File: src/rtl/sound_mixer_seq.sv
// Time-multiplexed stereo mixer: snapshots channel levels on sample_tick, accumulates
// one channel per cycle, applies master volume and offers the sample over valid/ready.
module sound_mixer_seq #(
  parameter int NUM_CH  = 4,
  parameter int LEVEL_W = 4,
  parameter int VOL_W   = 3,
  parameter int OUT_W   = 20
) (
  input  logic                      clk,
  input  logic                      rst,
  input  logic                      sample_tick,
  input  logic                      sound_enable,
  input  logic [NUM_CH*LEVEL_W-1:0] ch_level,
  input  logic [NUM_CH-1:0]         pan_left,
  input  logic [NUM_CH-1:0]         pan_right,
  input  logic [VOL_W-1:0]          vol_left,
  input  logic [VOL_W-1:0]          vol_right,
  output logic [OUT_W-1:0]          out_left,
  output logic [OUT_W-1:0]          out_right,
  output logic                      out_valid,
  input  logic                      out_ready,
  output logic                      overrun,
  input  logic                      overrun_clr
);

  localparam int SUM_W  = LEVEL_W + $clog2(NUM_CH);
  localparam int PROD_W = SUM_W + VOL_W;
  localparam int PAD_W  = OUT_W - 1 - PROD_W;
  localparam int IDX_W  = (NUM_CH > 1) ? $clog2(NUM_CH) : 1;
  localparam logic [IDX_W-1:0] LAST_IDX = IDX_W'(NUM_CH - 1);

  typedef enum logic [1:0] {IDLE, ACCUM, SCALE, HOLD} state_t;

  state_t state, state_next;

  logic [LEVEL_W-1:0] level_q [NUM_CH];
  logic [NUM_CH-1:0]  pan_l_q, pan_r_q;
  logic [VOL_W-1:0]   vol_l_q, vol_r_q;
  logic               enable_q;

  logic [IDX_W-1:0] idx;
  logic [SUM_W-1:0] acc_l, acc_r;

  logic take_tick, drop_tick, handshake;
  logic [SUM_W-1:0]  add_l, add_r;
  logic [VOL_W:0]    gain_l, gain_r;
  logic [PROD_W-1:0] prod_l, prod_r;

  assign handshake = out_valid && out_ready;

  always_ff @(posedge clk) begin
    if (rst) state <= IDLE;
    else     state <= state_next;
  end

  // NOTE: every output of a combinational block gets a default first, so no path leaves it unassigned and no latch is inferred.
  always_comb begin
    state_next = state;
    take_tick  = 1'b0;
    drop_tick  = 1'b0;
    case (state)
      IDLE: begin
        if (sample_tick) begin
          take_tick  = 1'b1;
          state_next = ACCUM;
        end
      end
      ACCUM: begin
        drop_tick = sample_tick;
        if (idx == LAST_IDX) state_next = SCALE;
      end
      SCALE: begin
        drop_tick  = sample_tick;
        state_next = HOLD;
      end
      HOLD: begin
        if (handshake) begin
          take_tick  = sample_tick;
          state_next = sample_tick ? ACCUM : IDLE;
        end else begin
          drop_tick = sample_tick;
        end
      end
      default: state_next = IDLE;
    endcase
  end

  // Datapath: current channel contribution and volume-scaled products.
  always_comb begin
    add_l  = pan_l_q[idx] ? SUM_W'(level_q[idx]) : '0;
    add_r  = pan_r_q[idx] ? SUM_W'(level_q[idx]) : '0;
    gain_l = {1'b0, vol_l_q} + {{VOL_W{1'b0}}, 1'b1};
    gain_r = {1'b0, vol_r_q} + {{VOL_W{1'b0}}, 1'b1};
    prod_l = enable_q ? PROD_W'(acc_l) * PROD_W'(gain_l) : '0;
    prod_r = enable_q ? PROD_W'(acc_r) * PROD_W'(gain_r) : '0;
  end

  // NOTE: snapshot registers are only read after a tick has loaded them, so they carry no reset.
  always_ff @(posedge clk) begin
    if (take_tick) begin
      for (int i = 0; i < NUM_CH; i++) level_q[i] <= ch_level[i*LEVEL_W +: LEVEL_W];
      pan_l_q  <= pan_left;
      pan_r_q  <= pan_right;
      vol_l_q  <= vol_left;
      vol_r_q  <= vol_right;
      enable_q <= sound_enable;
    end
  end

  // NOTE: sequential state uses non-blocking assignments so every register samples pre-edge values.
  always_ff @(posedge clk) begin
    if (rst) begin
      idx       <= '0;
      acc_l     <= '0;
      acc_r     <= '0;
      out_left  <= '0;
      out_right <= '0;
      out_valid <= 1'b0;
      overrun   <= 1'b0;
    end else begin
      if (take_tick) begin
        idx   <= '0;
        acc_l <= '0;
        acc_r <= '0;
      end else if (state == ACCUM) begin
        idx   <= idx + IDX_W'(1);
        acc_l <= acc_l + add_l;
        acc_r <= acc_r + add_r;
      end
      if (state == SCALE) begin
        out_left  <= OUT_W'(prod_l) << PAD_W;
        out_right <= OUT_W'(prod_r) << PAD_W;
      end
      out_valid <= (state_next == HOLD);
      // A dropped tick outranks a simultaneous clear.
      if (drop_tick)        overrun <= 1'b1;
      else if (overrun_clr) overrun <= 1'b0;
    end
  end

endmodule

File: config.mk
export PLATFORM = sky130hd
export DESIGN_NAME = sound_mixer_seq
export DESIGN_NICKNAME = d
export VERILOG_FILES = /design/src/rtl/sound_mixer_seq.sv
export SDC_FILE = /design/constraint.sdc
export NUM_CORES = 1
export LEC_CHECK = 0
export CAP_MARGIN = 5
export CORE_MARGIN = 8
export CORE_UTILIZATION = 58
export DETAILED_ROUTE_END_ITERATION = 8
export GPL_TIMING_DRIVEN = 0
export PLACE_DENSITY = 0.95
export SYNTH_ARGS = -nofsm -noshare
export SYNTH_HDL_FRONTEND = slang
export SYNTH_SLANG_ARGS = --single-unit
File: constraint.sdc
create_clock -name clk -period 7.45 [get_ports clk]
set_input_delay 1.8625 -clock clk [delete_from_list [all_inputs] [get_ports clk]]
set_output_delay 1.8625 -clock clk [all_outputs]
set_load 0.05 [all_outputs]
# == Word level (Yosys, flattened, before mapping) ==
# Memory sizes are Yosys's and may differ from the RTL's. A register that Yosys moved wholly into a read port is not among the register bits.
# Cells that the tools add are included.
# word_totals
reg_bits,51
ramBits,16
in_bits,36
out_inout_bits,42
elab_cells,56
memories,1
# op_classes
add_sub_neg,5
multipliers,2
n_lt_le_gt_ge,1
eq_ne,5
n_mux,24
n_reduce_logical,5
# mem_list
memory,words,width,rd,rd_clocked_by_memory_dff,write_ports,line,rtl
level_q,4,4,1,1,4,36,logic [LEVEL_W-1:0] level_q [NUM_CH];
# op_table
cell,n
6-bit by 4-bit multiplier with 9-bit output,2
9-bit two-way mux,2
6-bit by 4-bit adder with 6-bit output,2
1-bit two-way mux,10
2-bit two-way mux,5
"3-bit by 1-bit adder with 4-bit output, second input constant",2
"2-bit == test, second input constant",4
4-bit two-way mux,2
2-bit one-hot mux with 4 select lines,1
1-bit binary-select mux with 2-bit select,2
1-bit one-hot mux with 2 select lines,2
2-bit OR reduction,2
"2-bit by 3-bit < comparator with 1-bit output, second input constant",1
"2-bit by 1-bit adder with 2-bit output, second input constant",1
"2-bit by 1-bit == test with 1-bit output, second input constant",1
2-bit logical NOT,1
2-bit nonzero test,1
1-bit logical AND,1

# == Logic depth before layout (Yosys ltp) ==
# Gate-level depths: netlist of the first run.
# logic_depth
ltp_word,5
depth_mapped,13
depth_no_buf,13

# == Least setup slack after synthesis of the first run ==
# Ideal clock, no wire load.
# synth_timing
path_kind,in2reg
from,input sample_tick
to,register (tool-made name)
setup_time_ps,120
t_arrival_ps,3766
required_time_ps,7330
path_slack_ps,3563
cell_stages,6
path_buffers,2
cell_sequence,inv_1 -> nor3_2 -> or2_1 -> buf_6 -> buf_12 -> nor2_4
# synth_rtl
item,line,rtl
start: declaration,11,"input logic sample_tick,"

# == Final worst setup path of the first run ==
# layout_timing
from,register vol_r_q[0]
to,register out_right[18]
# layout_via
elab_chain_cells,3
# layout_lines
item,line,rtl
start: declaration,38,"logic [VOL_W-1:0] vol_l_q, vol_r_q;"
start signal: assignment,105,vol_r_q <= vol_right;
3-bit by 1-bit adder with 4-bit output,93,"gain_r = {1'b0, vol_r_q} + {{VOL_W{1'b0}}, 1'b1};"
6-bit by 4-bit multiplier with 9-bit output,95,prod_r = enable_q ? PROD_W'(acc_r) * PROD_W'(gain_r) : '0;
9-bit two-way mux,95,
end signal: assignment,132,out_right <= OUT_W'(prod_r) << PAD_W;
end: declaration,19,"output logic [OUT_W-1:0] out_right,"
# Every way passes these cells.
# A chain may end at the register's enable or synchronous reset.

==> out/metrics.csv, run 1 <==
stage;metric;value;unit
outcome;outcome;finished clean;
grt;grt_pass1_vias;3217;
critical_path;cp-end-kind;flop;
clock_network;postCtsSetupRepairBufs;0;
floorplanning;fp.dieH;103;um
place;dp_hpwl;7170;um
critical_path;cp_common_cell;fa_1;
clock_network;cts_tree;done;
clock_network;cts_buffers;9;
route;ant_nets;0;
synthesis;synth_cell_types;48;
timing;skew;9.05;ps
critical_path;crit_buf_inv;1;
place;io_buffer_count;54;
timing;drv_slew;0;
floorplanning;num_rows;31;
synthesis;netlist_instances;403;
critical_path;cp-start-kind;flop;
pwr;p_int;0.638;mW
clock_network;clkTransAtPathRegs;80;ps
route;first_pass_iters;4;
pwr;power_frac_seq;48.0;%
grt;grtUsageTotal;17.9;%
critical_path;max_stage_delay;560;ps
clock_network;cts_root_buf;clkbuf_8;
critical_path;crit_chain;ha_1 -> xor2_1 -> nand2_1 -> fa_1 -> fa_1 -> inv_1 -> fa_1 -> a211oi_1 -> o21bai_1 -> a21oi_2 -> xnor2_1 -> a22o_1;
critical_path;critical_path_class;flop to flop;
timing;worstMarginPinSlew;580;ps
timing;setup_violations;0;
timing;tns;0;ps
final_layout;ff_latch_area;1690;sq um
critical_path;critical_path.top_delay_family;adder cells;
floorplanning;start_util;60.4;%
clock_network;clock_latency;360;ps
pwr;switching_share;28.3;%
critical_path;path_max_fanout;8;
pwr;peakVddDrop;159;uV
clock_network;cts_hold_buf;0;
timing;hold_slack;468;ps
synthesis;seq_area_frac_synth;38.4;%
pwr;leakage;2.35;nW
route;drt-wirelength-per-cell;15.3;um
clock_network;clockBufferDepth;2;
synthesis;synth_edf_count;31;
route;wirelength_met1;3440;um
route;vias;3160;
route;totalWireLength;9090;um
final_layout;layout-drive-gt1-share;14.9;%
floorplanning;core_area;7290;sq um
clock_network;cts_htree_levels;3;
grt;grt_max_degree;25;
timing;rsz0062_at_grt;no;
route;dr.first_iter.drc_count;147;
pwr;powerDensity;165;nW/um^2
synthesis;ys_ff_latch;69;
route;top_layer;met4;
synthesis;synth_area;4400;sq um
critical_path;worstPathRequired;7700;ps
final_layout;multiInputGateArea;2420;sq um
grt;grt_pass1_wl;14400;um
final_layout;final_util;73.8;%
synthesis;yosysWarnings;0;
final_layout;final_cells;594;
synthesis;synth-main-ff-cell;dfxtp_1;
pwr;fin_total_pwr;0.890;mW
floorplanning;io_pins;78;
pwr;p_sw;0.252;mW
timing;relSlewSlack;61.2;%
final_layout;fill_cells;500;
pwr;clkPwrFrac;34.2;%
final_layout;syn_to_final_growth;22.2;%
place;place_inst;578;
timing;fin_crit;3820;ps
critical_path;arrival;4070;ps
final_layout;diodes;0;
timing;hold_viol_final;0;
place;place_congestion;0.818;
synthesis;avgSynthCellArea;10.9;sq um
clock_network;ctsResizeCount;0;
route;wl_met2;4590;um
pwr;comb_power_share;17.8;%
timing;max_freq;262;MHz
route;drc;0;
timing;period_share;51.3;%
clock_network;clock_sinks;69;
floorplanning;die_area;10600;sq um
job;maxCapViolCount;0;
route;wl_met3;860;um
grt;antenna_found_initial;0;
synthesis;async_flop_share;0;%
final_layout;fin_nets;584;
hold_path;hold_path.class;flop to flop;
critical_path;cp_slowest_cell;fa_1;
route;via_per_inst;5.32;
grt;gr-total-overflow;0;
floorplanning;fp.dieW;103;um
## metal layers
layer  GRT usage (%)  up-vias
met5               0        -
met3            6.35       21
li1                -     1509
met4            8.23        0
met2            32.0      137
met1            18.2     1493
## synth_stat cells (5+ instances only)
| cell type | count | area [sq um] |
|---|---|---|
| and2_1 | 23 | 144 |
| o21ai_0 | 5 | 25.0 |
| nand2_1 | 29 | 109 |
| mux2i_1 | 7 | 70.1 |
| a22oi_1 | 6 | 45.0 |
| inv_1 | 38 | 143 |
| buf_2 | 5 | 25.0 |
| nand2b_1 | 7 | 43.8 |
| nor2_1 | 16 | 60.1 |
| a22o_1 | 6 | 52.6 |
| fa_1 | 18 | 360 |
| a21oi_1 | 18 | 90.1 |
| ha_1 | 40 | 500 |
| xnor2_1 | 11 | 96.3 |
| dfxtp_1 | 38 | 761 |
| edfxtp_1 | 31 | 931 |
| buf_4 | 22 | 165 |
| xor2_1 | 12 | 105 |
| nor2_4 | 6 | 67.6 |
| nand3_1 | 5 | 25.0 |
| mux4_2 | 6 | 135 |
## cells in the final DEF (no fill, tap or decap), types with 16 or more instances in the layout
master           Yosys  routed
nor2_1              16      16
inv_1               38      38
a21oi_1             18      18
dfxtp_1             38      38
and2_1              23      23
edfxtp_1            31      31
buf_4               22      22
nand2_1             29      29
clkdlybuf4s50_1      0      54
conb_1               1      22
ha_1                40      40
fa_1                18      18
## logic make-up (layout without fill, tap and decap cells)
group	Yosys count	in the layout	synth area share (%)
mux	13	13	4.66
other cells	1	22	0.0852
xor+xnor	25	25	5.31
compound gates	64	64	10.3
flops	69	69	38.4
fa+ha+maj	58	58	19.6
simple gates	104	104	13.2
buf+inv	69	140	8.44
## final cells by class
class | count | area share (%)
multi-input cells | 286 | 45.1
flip-flops and latches | 69 | 31.4
repair buffers | 55 | 10.6
plain buffers | 31 | 4.26
inverters | 38 | 2.65
clock buffers | 9 | 2.30
well taps | 99 | 2.30
clock inverters | 7 | 1.40
## final timing paths
check | startpoint | endpoint | slack (ps) | depth (start not counted)
worst min-delay path | out_left[10] | out_left[10] | 470 | 2
worst max register to register | vol_r_q[0] | out_right[18] | 3630 | 12
worst min register to register | out_left[10] | out_left[10] | 470 | 2
worst max-delay path | vol_r_q[0] | out_right[18] | 3630 | 12
## stage by stage
stage | cell area, sq um | worst slack (ps)
finish | 5380 | 3630
global route | 5380 | 3410
CTS | 5380 | 3620
detailed placement | 5180 | 3680
global placement | 5150 | 2610
floorplan | 4480 | 3560
## power groups by stage
stage | Sequential, mW | Clock (mW) | Combinational (mW)
after detailed placement | 0.435 | 0 | 0.156
after floorplan | 0.432 | 0 | 0.114
after global routing | 0.429 | 0.326 | 0.172
after CTS | 0.427 | 0.311 | 0.158
final | 0.427 | 0.305 | 0.158
after global placement | 0.435 | 0 | 0.145
## registers in the layout, indices dropped and copies added, names as in the netlist, named ones only
register and count:
out_valid 1, out_right 9, level_q 16, vol_l_q 3
pan_r_q 4, state 2, out_left 9, acc_r 6
overrun 1, acc_l 6, pan_l_q 4, vol_r_q 3
enable_q 1, idx 2
## worst min-delay path, stage by stage (launching register included)
cell and delay, ps:
dfxtp_1 320, nand2_1 60, a21oi_1 50
No activity file was read; power rests on OpenSTA's default activity.
==> inputs of run 2 (changes only) <==
--- a/config.mk
+++ b/config.mk
@@ -7,10 +7,10 @@
 export LEC_CHECK = 0
 export CAP_MARGIN = 5
 export CORE_MARGIN = 8
-export CORE_UTILIZATION = 58
+export CORE_UTILIZATION = 48
 export DETAILED_ROUTE_END_ITERATION = 8
 export GPL_TIMING_DRIVEN = 0
-export PLACE_DENSITY = 0.95
+export PLACE_DENSITY = 0.85
 export SYNTH_ARGS = -nofsm -noshare
 export SYNTH_HDL_FRONTEND = slang
 export SYNTH_SLANG_ARGS = --single-unit
==> constraint.sdc (replaced) <==
create_clock -name clk -period 3.1 [get_ports clk]
set_input_delay 0.775 -clock clk [delete_from_list [all_inputs] [get_ports clk]]
set_output_delay 0.775 -clock clk [all_outputs]
set_load 0.05 [all_outputs]
==> run 2 against run 1 <==
Effect of this change: the run now ends with setup timing left; worst hold slack hardly changed; via count is 3.5% lower; utilization is 11 points lower; sequential power is 140% higher; critical path depth is 1 higher; die area is 17% higher; final cell count is 3.5% higher; sequential share of layout area is 1.5 points lower.
==> out/metrics.csv, run 2 (synthesis results as in run 1) <==
stage;metric;value;unit
place;place_congestion;0.840;
grt;grt_pass1_wl;14700;um
clock_network;cts_root_buf;clkbuf_8;
final_layout;diodes;0;
critical_path;max_stage_delay;540;ps
outcome;violations;setup timing;
timing;relSlewSlack;59.6;%
clock_network;clkTransAtPathRegs;80;ps
timing;hold_viol_final;0;
clock_network;clock_sinks;69;
critical_path;crit_buf_inv;2;
route;first_pass_iters;4;
timing;rsz0062_at_grt;yes;
clock_network;clock_latency;350;ps
critical_path;arrival;3400;ps
critical_path;critical_path_class;flop to flop;
critical_path;cp_slowest_cell;fa_1;
timing;max_freq;317;MHz
clock_network;cts_tree;done;
timing;skew;11.5;ps
floorplanning;core_area;9060;sq um
job;maxCapViolCount;0;
clock_network;cts_hold_buf;0;
final_layout;layout-drive-gt1-share;22.4;%
pwr;fin_total_pwr;2.18;mW
grt;gr-total-overflow;0;
final_layout;reg_top3;level_q x16, out_left x9, out_right x9;
timing;setup_violations;2;
grt;grtUsageTotal;14.4;%
timing;worstMarginPinSlew;604;ps
floorplanning;fp.dieW;112;um
critical_path;critical_path.top_delay_family;adder cells;
route;ant_nets;0;
critical_path;crit_chain;ha_4 -> xor2_4 -> buf_4 -> nand2_2 -> fa_1 -> fa_1 -> inv_1 -> ha_4 -> o21ai_0 -> o21bai_1 -> a21oi_2 -> xnor2_1 -> a22o_1;
floorplanning;num_rows;35;
route;totalWireLength;8830;um
floorplanning;die_area;12500;sq um
grt;grt_max_degree;25;
timing;fin_crit;3160;ps
critical_path;path_max_fanout;5;
place;placed_cell_area;5260;sq um
pwr;peakVddDrop;312;uV
final_layout;final_common_cell;clkdlybuf4s50_1;
final_layout;mostFrequentLayoutCells;54 x clkdlybuf4s50_1, 38 x dfxtp_1, 34 x inv_1;
pwr;powerDensity;387;nW/um^2
floorplanning;io_pins;78;
floorplanning;fp.dieH;112;um
outcome;outcome;complete, but fails checks;
final_layout;syn_to_final_growth;28.3;%
route;drc;0;
hold_path;hold_path.class;flop to flop;
timing;fin_ws;-55.5;ps
critical_path;worstPathRequired;3340;ps
clock_network;clockBufferDepth;2;
grt;grt_pass1_vias;3190;
grt;antenna_found_initial;0;
route;drt-wirelength-per-cell;14.4;um
floorplanning;start_util;48.6;%
final_layout;fin_nets;593;
final_layout;design_area;5650;sq um
place;io_buffer_count;54;
place;post-place-ws;-238;ps
critical_path;cp-end-kind;flop;
route;dr.first_iter.drc_count;123;
final_layout;largest_register_ffs;16;
final_layout;regMostFlops;level_q;
timing;period_share;102;%
timing;drv_slew;0;
critical_path;cp-start-kind;flop;
route;vias;3050;
clock_network;cts_buffers;9;
route;via_per_inst;4.96;
place;dp_hpwl;6870;um
pwr;leakage;2.39;nW
clock_network;cts_htree_levels;3;
[run 2: cell count changes in the layout (fill, tap and decap cells not counted), moves of 3 or more]
cell     previous run  this run
and2_4              0         4
a21oi_1            18        12
ha_4                0         7
inv_1              38        34
inv_2               0         4
buf_4              22        29
ha_1               40        33
nand2_2             2         5
and2_1             23        19
nand2_1            29        26
a21oi_2             2         8
[run 2: worst reg2reg max path: cells and delay by family, from the launching register on]
kind                     cells  cell delay [ps]
flip-flops                   1              450
AO/OA/AOI/OAI                4              550
buffers and inverters        2              210
XOR/XNOR                     2              290
adder cells (fa/ha/maj)      4             1510
AND/OR/NAND/NOR              1               50
[run 2: stage by stage]
step	utilization [%]	hold WS, ps	setup TNS, ps	cells
finish	62.3	468	-79.2	615
global route	62.3	496	-839	615
CTS	61.3	467	-186	612
detailed placement	58.0	456	-1430	590
global placement	57.6	440	-24480	589
floorplan	-	519	0	424
[run 2: metal layers]
metal | global-route usage, % | part of all wire, %
met5 | 0 | 0
met4 | 4.19 | 1.8
met3 | 6.01 | 8.9
met2 | 25.2 | 49
met1 | 15.4 | 40
[run 2: layout make-up]
type	instances	area, sq um
Fill cell	701	3420
Multi-Input combinational cell	286	2600
Sequential cell	69	1690
Timing Repair Buffer	64	643
Buffer	31	229
Inverter	38	143
Tap cell	111	139
Clock buffer	10	128
Clock inverter	6	71.3
[run 2: power by group]
| group | switching [mW] | internal, mW |
|---|---|---|
| combinational | 0.221 | 0.190 |
| sequential | 0.0313 | 0.995 |
| clock | 0.369 | 0.377 |
| total | 0.622 | 1.56 |
[run 2: path summary, 6_finish.rpt]
check,start,end,slack (ps),depth (start not counted)
worst min register to register,out_right[10],out_right[10],470,2
worst max-delay path,vol_r_q[0],out_right[18],-60,13
worst min-delay path,out_right[10],out_right[10],470,2
worst max register to register,vol_r_q[0],out_right[18],-60,13
[run 2: what timing repair did]
action / CTS / global route
gates resized for setup: 9 / 16
buffers inserted: 6 / 3
pin swaps: 3 / 12
gates cloned: 0 / 0
endpoints found under the setup margin: 8 / 9
